<file path="src/rtl/regs_bank.sv">
// regs_bank: parametrised control/status register bank.
// Masked RW bits, sticky W1C bits, key lock, registered response.
module regs_bank #(
  parameter int C_DAT_W = 8,
  parameter int C_ADR_W = 4,
  parameter int C_REGS  = 15,
  parameter logic [C_REGS*C_DAT_W-1:0] C_USEss     = '1,
  parameter logic [C_REGS*C_DAT_W-1:0] C_DEFAULTss = '0,
  parameter logic [C_REGS*C_DAT_W-1:0] C_W1Css     = '0,
  parameter logic [C_REGS-1:0]         C_PROTs     = '0,
  parameter logic [C_ADR_W-1:0]        C_LOCK_ADR  = '1,
  parameter logic [C_DAT_W-1:0]        C_KEY       = C_DAT_W'(8'hA5)
) (
  input  logic                      CK_i,
  input  logic                      XARST_i,
  input  logic                      RST_i,
  input  logic                      REQ_i,
  input  logic                      WT_i,
  input  logic [C_ADR_W-1:0]        ADRs_i,
  input  logic [C_DAT_W-1:0]        WDATs_i,
  input  logic [C_DAT_W-1:0]        WMSKs_i,
  input  logic [C_REGS*C_DAT_W-1:0] USR_WDATss_i,
  input  logic [C_REGS*C_DAT_W-1:0] USR_WTss_i,
  input  logic [C_REGS*C_DAT_W-1:0] USR_SETss_i,
  input  logic [C_REGS*C_DAT_W-1:0] RDATss_i,
  output logic [C_REGS*C_DAT_W-1:0] REGss_o,
  output logic                      ACK_o,
  output logic                      ERR_o,
  output logic [C_DAT_W-1:0]        RDATs_o,
  output logic                      LOCKED_o,
  output logic                      IRQ_o
);

  localparam int NB = C_REGS * C_DAT_W;
  localparam logic [C_ADR_W:0] REGS_A = (C_ADR_W + 1)'(C_REGS);
  localparam logic [NB-1:0] STICKY = C_W1Css & C_USEss;

  logic [NB-1:0]      regs_q;
  logic [NB-1:0]      regs_d;
  logic [NB-1:0]      view;
  logic [C_REGS-1:0]  hit;
  logic [C_REGS-1:0]  wen;
  logic               wr;
  logic               lock_hit;
  logic               in_range;
  logic               blocked;
  logic [C_DAT_W-1:0] rd_word;
  logic               rsp_err;
  logic [C_DAT_W-1:0] rsp_dat;
  logic               locked_q;
  logic               locked_d;
  logic               ack_q;
  logic               err_q;
  logic [C_DAT_W-1:0] rdat_q;
  logic               irq_q;

  assign wr       = REQ_i & WT_i;
  assign lock_hit = (ADRs_i == C_LOCK_ADR);
  assign in_range = ({1'b0, ADRs_i} < REGS_A);

  // Address decode: one-hot register hit, lock-protection gate
  always_comb begin
    hit = '0;
    for (int a = 0; a < C_REGS; a++) begin
      hit[a] = wr && !lock_hit && (ADRs_i == C_ADR_W'(a));
    end
    blocked = locked_q && |(hit & C_PROTs);
    wen     = blocked ? '0 : hit;
  end

  // Per-bit next value; unused bits are pinned to their default
  always_comb begin
    regs_d = regs_q;
    for (int a = 0; a < C_REGS; a++) begin
      for (int b = 0; b < C_DAT_W; b++) begin
        if (!C_USEss[a*C_DAT_W+b]) begin
          regs_d[a*C_DAT_W+b] = C_DEFAULTss[a*C_DAT_W+b];
        end else if (C_W1Css[a*C_DAT_W+b]) begin
          if (RST_i) begin
            regs_d[a*C_DAT_W+b] = C_DEFAULTss[a*C_DAT_W+b];
          end else if (USR_SETss_i[a*C_DAT_W+b]) begin
            regs_d[a*C_DAT_W+b] = 1'b1;
          end else if (wen[a] && WMSKs_i[b] && WDATs_i[b]) begin
            regs_d[a*C_DAT_W+b] = 1'b0;
          end
        end else begin
          if (wen[a] && WMSKs_i[b]) begin
            regs_d[a*C_DAT_W+b] = WDATs_i[b];
          end else if (RST_i) begin
            regs_d[a*C_DAT_W+b] = C_DEFAULTss[a*C_DAT_W+b];
          end else if (USR_WTss_i[a*C_DAT_W+b]) begin
            regs_d[a*C_DAT_W+b] = USR_WDATss_i[a*C_DAT_W+b];
          end
        end
      end
    end
  end

  // Read view: unused bits show default ORed with external status
  always_comb begin
    view    = regs_q | (~C_USEss & RDATss_i);
    rd_word = '0;
    for (int a = 0; a < C_REGS; a++) begin
      if (ADRs_i == C_ADR_W'(a)) begin
        rd_word = view[a*C_DAT_W +: C_DAT_W];
      end
    end
  end

  // Response payload and lock next state
  always_comb begin
    rsp_err  = 1'b0;
    rsp_dat  = '0;
    locked_d = locked_q;
    if (REQ_i) begin
      unique case (1'b1)
        lock_hit: begin
          if (!WT_i) begin
            rsp_dat = {{(C_DAT_W-1){1'b0}}, locked_q};
          end else if (WDATs_i == C_KEY) begin
            locked_d = 1'b0;
          end else if (WDATs_i[0]) begin
            locked_d = 1'b1;
          end
        end
        in_range: begin
          rsp_err = WT_i & blocked;
          rsp_dat = WT_i ? '0 : rd_word;
        end
        default: begin
          rsp_err = 1'b1;
        end
      endcase
    end
  end

  // Register storage
  always_ff @(posedge CK_i) begin
    if (!XARST_i) begin
      regs_q <= C_DEFAULTss;
    end else begin
      regs_q <= regs_d;
    end
  end

  // Lock state, bus response and interrupt summary
  always_ff @(posedge CK_i) begin
    if (!XARST_i) begin
      locked_q <= 1'b0;
      ack_q    <= 1'b0;
      err_q    <= 1'b0;
      rdat_q   <= '0;
      irq_q    <= 1'b0;
    end else begin
      locked_q <= locked_d;
      ack_q    <= REQ_i;
      err_q    <= rsp_err;
      rdat_q   <= rsp_dat;
      irq_q    <= |(regs_q & STICKY);
    end
  end

  assign REGss_o  = regs_q;
  assign ACK_o    = ack_q;
  assign ERR_o    = err_q;
  assign RDATs_o  = rdat_q;
  assign LOCKED_o = locked_q;
  assign IRQ_o    = irq_q;

endmodule

</file>
<file path="config.mk">
export PLATFORM = sky130hd
export DESIGN_NAME = regs_bank
export DESIGN_NICKNAME = d
export VERILOG_FILES = /design/src/rtl/regs_bank.sv
export SDC_FILE = /design/constraint.sdc
export NUM_CORES = 1
export LEC_CHECK = 0
export ABC_AREA = 1
export ABC_CLOCK_PERIOD_IN_PS = 1400
export CAP_MARGIN = 30
export CORE_AREA = 5 5 244 246
export CTS_CLUSTER_SIZE = 24
export DETAILED_ROUTE_END_ITERATION = 6
export DIE_AREA = 0 0 249 251
export DONT_BUFFER_PORTS = 1
export SYNTH_ARGS = -nofsm -noshare
export SYNTH_HDL_FRONTEND = slang
export SYNTH_SLANG_ARGS = --single-unit
</file>
<file path="constraint.sdc">
create_clock -name CK_i -period 1.4 [get_ports CK_i]
set_input_delay 0.14 -clock CK_i [delete_from_list [all_inputs] [get_ports CK_i]]
set_output_delay 0.14 -clock CK_i [all_outputs]
set_load 0.05 [all_outputs]
</file>
==> impl_metrics.prom <==
# TYPE chip_impl_metric gauge
chip_impl_info{name="status",value="complete, but fails checks"} 1
chip_impl_info{name="violations",value="negative hold slack, negative setup slack"} 1
chip_impl_metric{name="synth_xor_area_share",unit="%"} 0
chip_impl_metric{name="setup_ws",unit="ns"} -0.233
chip_impl_metric{name="global_route.overflow_total",unit=""} 0
chip_impl_metric{name="groute.layer.met2.usage",unit="%"} 26.7
chip_impl_info{name="tritoncts",value="built"} 1
chip_impl_info{name="timing.rr.end",value="RDATs_o[6]"} 1
chip_impl_metric{name="numClockSinks",unit=""} 130
chip_impl_info{name="synth_ff_type",value="dfxtp_1"} 1
chip_impl_metric{name="slew_violations",unit=""} 0
chip_impl_metric{name="number_of_global_route_vias_before_repair",unit=""} 9771
chip_impl_metric{name="drt_drc_violations_left",unit=""} 0
chip_impl_metric{name="reg2reg_slack",unit="ns"} -0.23
chip_impl_metric{name="worst_path_max_fanout",unit=""} 2
chip_impl_metric{name="dp_cells",unit=""} 2253
chip_impl_metric{name="achievable-frequency",unit="GHz"} 0.612
chip_impl_metric{name="synthToLayoutAreaGrowth",unit="%"} 50.4
chip_impl_info{name="slowest_library_cell_on_the_worst_path",value="dfxtp_2"} 1
chip_impl_info{name="clock_tree.root_cell",value="clkbuf_16"} 1
chip_impl_info{name="rsz0062_at_grt",value="true"} 1
chip_impl_metric{name="syn_avg_cell_area",unit="sq um"} 5.91
chip_impl_metric{name="chipHeight",unit="microns"} 251
chip_impl_metric{name="synth_fa_ha_area_share",unit="%"} 0
chip_impl_metric{name="gr-usage-all-layers",unit="%"} 16.5
chip_impl_info{name="start_kind",value="register"} 1
chip_impl_metric{name="path_clk_slew",unit="ns"} 0.07
chip_impl_metric{name="rr_worst_depth",unit=""} 10
chip_impl_metric{name="async_flop_share",unit="%"} 0
chip_impl_metric{name="final_core_util",unit="%"} 20.9
chip_impl_metric{name="placed_area",unit="sq um"} 10300
chip_impl_metric{name="final_count_of_negative_setup_slack_endpoints",unit=""} 8
chip_impl_metric{name="ir_drop",unit="mV"} 0.870
chip_impl_info{name="synth_top_family_by_area",value="compound AO/OA/AOI/OAI gates"} 1
chip_impl_metric{name="sequential_cell_area",unit="sq um"} 2640
chip_impl_metric{name="synth_compound_gate_area_share",unit="%"} 28.3
chip_impl_info{name="worstSetupEndpointType",value="register"} 1
chip_impl_metric{name="synth_largest_type_area_fraction",unit="%"} 32.7
chip_impl_metric{name="route.antenna.remaining_nets",unit=""} 0
chip_impl_metric{name="gp_congestion",unit=""} 0.899
chip_impl_metric{name="number_of_enable_type_register_cells_in_the_synthesized_netlist",unit=""} 0
chip_impl_metric{name="finalHoldViolations",unit=""} 112
chip_impl_metric{name="num_vias",unit=""} 10200
chip_impl_metric{name="dp_hpwl",unit="microns"} 42600
chip_impl_metric{name="finalNetCount",unit=""} 2086
chip_impl_metric{name="synth.yosys.warnings",unit=""} 0
chip_impl_info{name="synthTopCellsByArea",value="dfxtp_1, o21ai_0, a21oi_1"} 1
chip_impl_metric{name="num-fill-cells",unit=""} 6473
chip_impl_info{name="top_usage_layer",value="met2"} 1
chip_impl_metric{name="critPathArrivalTime",unit="ns"} 1.98
chip_impl_metric{name="yosys-mux-area-fraction",unit="%"} 0
chip_impl_info{name="r2r-start",value="REGss_o[46]"} 1
chip_impl_metric{name="ios",unit=""} 637
chip_impl_metric{name="drt-wirelength-per-cell",unit="microns"} 23.0
chip_impl_info{name="yosysTopAreaCell",value="dfxtp_1"} 1
chip_impl_metric{name="final_layout_size_suffix_gt1_share",unit="%"} 21.8
chip_impl_metric{name="power_density",unit="nW/um^2"} 935
chip_impl_metric{name="number_of_antenna_violations_at_the_first_check_in_global_routing",unit=""} 7
chip_impl_metric{name="ys_types",unit=""} 21
chip_impl_metric{name="core-area",unit="sq um"} 57100
chip_impl_metric{name="max_slew_margin",unit="%"} 64.2
chip_impl_metric{name="synth-seq-area-share",unit="%"} 32.7
chip_impl_metric{name="clock_latency",unit="ns"} 0.46
chip_impl_metric{name="multiInputGateArea",unit="sq um"} 4390
chip_impl_metric{name="vias_per_cell",unit=""} 4.31
chip_impl_metric{name="number_of_levels_in_the_clock_h_tree",unit=""} 4
chip_impl_metric{name="whs",unit="ns"} -0.184
chip_impl_metric{name="fp-row-count",unit=""} 88
chip_impl_metric{name="drtPass1Iterations",unit=""} 6
chip_impl_metric{name="grt_start_max_net_pins",unit=""} 123
chip_impl_metric{name="drv_cap",unit=""} 0
chip_impl_info{name="critical_path.cell_chain",value="inv_1 > o21ai_0 > inv_1 > nand4_1 > nand2_2 > nand4_1 > nor2_2 > nand4_1 > nand2_1 > inv_1"} 1
chip_impl_info{name="timing.setup.critical_path_class",value="register to register"} 1
chip_impl_metric{name="global_route_wire_length_before_repair",unit="microns"} 73500
chip_impl_info{name="synth.most_common_cell",value="o21ai_0"} 1
chip_impl_info{name="synthTopCellsByCount",value="o21ai_0, nand2_1, inv_1, a21oi_1, nor2_1"} 1
chip_impl_metric{name="initial_cell_density_of_the_core",unit="%"} 13.9
chip_impl_metric{name="finalInstanceArea",unit="sq um"} 12000
chip_impl_metric{name="post-route-min-period",unit="ns"} 1.63
chip_impl_info{name="hold_path.class",value="input pin to register"} 1
chip_impl_metric{name="die_area",unit="sq um"} 62500
chip_impl_info{name="worst_hold_path.endpoint",value="REGss_o[65]"} 1
chip_impl_metric{name="worst_pin_slew",unit="ns"} 0.537
chip_impl_metric{name="leakage",unit="nW"} 4.98
chip_impl_metric{name="post_synth_and_or_nand_nor_area_fraction",unit="%"} 24.6
chip_impl_metric{name="min_period_over_period",unit="%"} 117
chip_impl_metric{name="gr-usage-met1",unit="%"} 20.9
chip_impl_metric{name="cp_slowest_stage_delay",unit="ns"} 0.32
chip_impl_metric{name="synth_seq_cells",unit=""} 130
chip_impl_metric{name="tritoncts.num_buffers",unit=""} 17
chip_impl_metric{name="grt_use_met3",unit="%"} 4.76
chip_impl_metric{name="initialDrtViolationCount",unit=""} 1031
chip_impl_metric{name="synthesis.instances",unit=""} 1345
chip_impl_metric{name="total_routed_length",unit="microns"} 54400
chip_impl_metric{name="die_width",unit="microns"} 249
chip_impl_metric{name="skew",unit="ns"} 0.0180
chip_impl_info{name="worstHoldStart",value="XARST_i"} 1
chip_impl_metric{name="final_cells",unit=""} 2367
chip_impl_metric{name="critical_path_required",unit="ns"} 1.75
chip_impl_metric{name="netlist_area_pre_place",unit="sq um"} 7950
chip_impl_metric{name="setup_tns",unit="ns"} -1.33
chip_impl_metric{name="portBuffers",unit=""} 0
chip_impl_metric{name="worstHoldPathCells",unit=""} 2
chip_impl_metric{name="max-clock-path-buffers",unit=""} 2
-- repair_timing --
action / 4_1_cts / 5_1_grt
setup endpoints to repair: 17 / 40
hold buffers: 64 / 5
endpoints found under the hold margin: 122 / 113
pin swaps: 23 / 34
resized for setup: 41 / 48
setup buffers: 3 / 4
-- cell families (layout without fill, tap and decap cells) --
logic type	count (synthesis)	count (layout)
compound gates	450	450
simple gates	467	467
buf+inv	297	545
flops	130	130
other cells	1	10
-- worst max-delay path, delay by kind of cell, from the launching register on --
kind / cells / cell delay (ns)
AOI/OAI and AO/OA: 1 / 0.11
buffers and inverters: 3 / 0.23
and+or+nand+nor: 6 / 0.87
DFF: 1 / 0.32
-- sequential cells by signal, summed over array words and instances (netlist names) --
register and count:
ACK_o 1, RDATs_o 8, LOCKED_o 1, REGss_o 120
-- through the flow --
step	hold slack (ns)	worst slack (ns)	total power, mW
floorplan	0.252	-0.0233	5.45
global placement	0.287	-0.758	6.25
detailed placement	0.292	-0.755	6.25
CTS	-0.209	-0.361	11.2
global route	-0.204	-0.400	11.6
finish	-0.184	-0.233	11.2
-- cell type report --
class | count | area share (%)
clock buffers | 19 | 3.79
clock inverters | 13 | 1.16
repair buffers | 271 | 20.5
diodes | 8 | 0.167
well taps | 765 | 8.00
flip-flops and latches | 130 | 22.1
multi-input cells | 919 | 36.7
inverters | 242 | 7.60
-- layer usage --
layer	vias to the layer above	wire [microns]
met4	2	1760
met2	651	24500
met5	-	13
met3	84	5400
met1	4685	22800
li1	4778	-
-- where the power goes --
group,switching (mW),internal [mW]
registers,0.181,3.87
clock network,2.04,2.60
logic,1.68,0.812
-- layout by cell type (no fill, tap or decap), drive strengths merged, types with 2 or more instances in the layout --
cell         Yosys  layout
a21oi          184     184
buf              3     212
clkbuf          52      19
clkinv           0       4
conb             1       2
dfxtp          130     130
diode            0       8
dlygate4sd3      0      59
inv            242     249
nand2          243     243
nand3           26      26
nand4           17      17
nor2           177     177
nor3             2       2
nor4             2       2
o21ai          265     265
-- how the worst max path moves through the flow --
stage / startpoint / endpoint / slack (ns) / cells past startpoint
2_1_floorplan: ADRs_i[2] / REGss_o[48] / -0.02 / 9
3_3_place_gp: ADRs_i[2] / RDATs_o[2] / -0.76 / 14
3_5_place_dp: ADRs_i[2] / RDATs_o[2] / -0.75 / 14
4_1_cts: REGss_o[10] / RDATs_o[2] / -0.36 / 10
5_1_grt: REGss_o[2] / RDATs_o[2] / -0.40 / 10
6_report: REGss_o[46] / RDATs_o[6] / -0.23 / 10
Note: power is estimated with default switching activity, not from simulation.
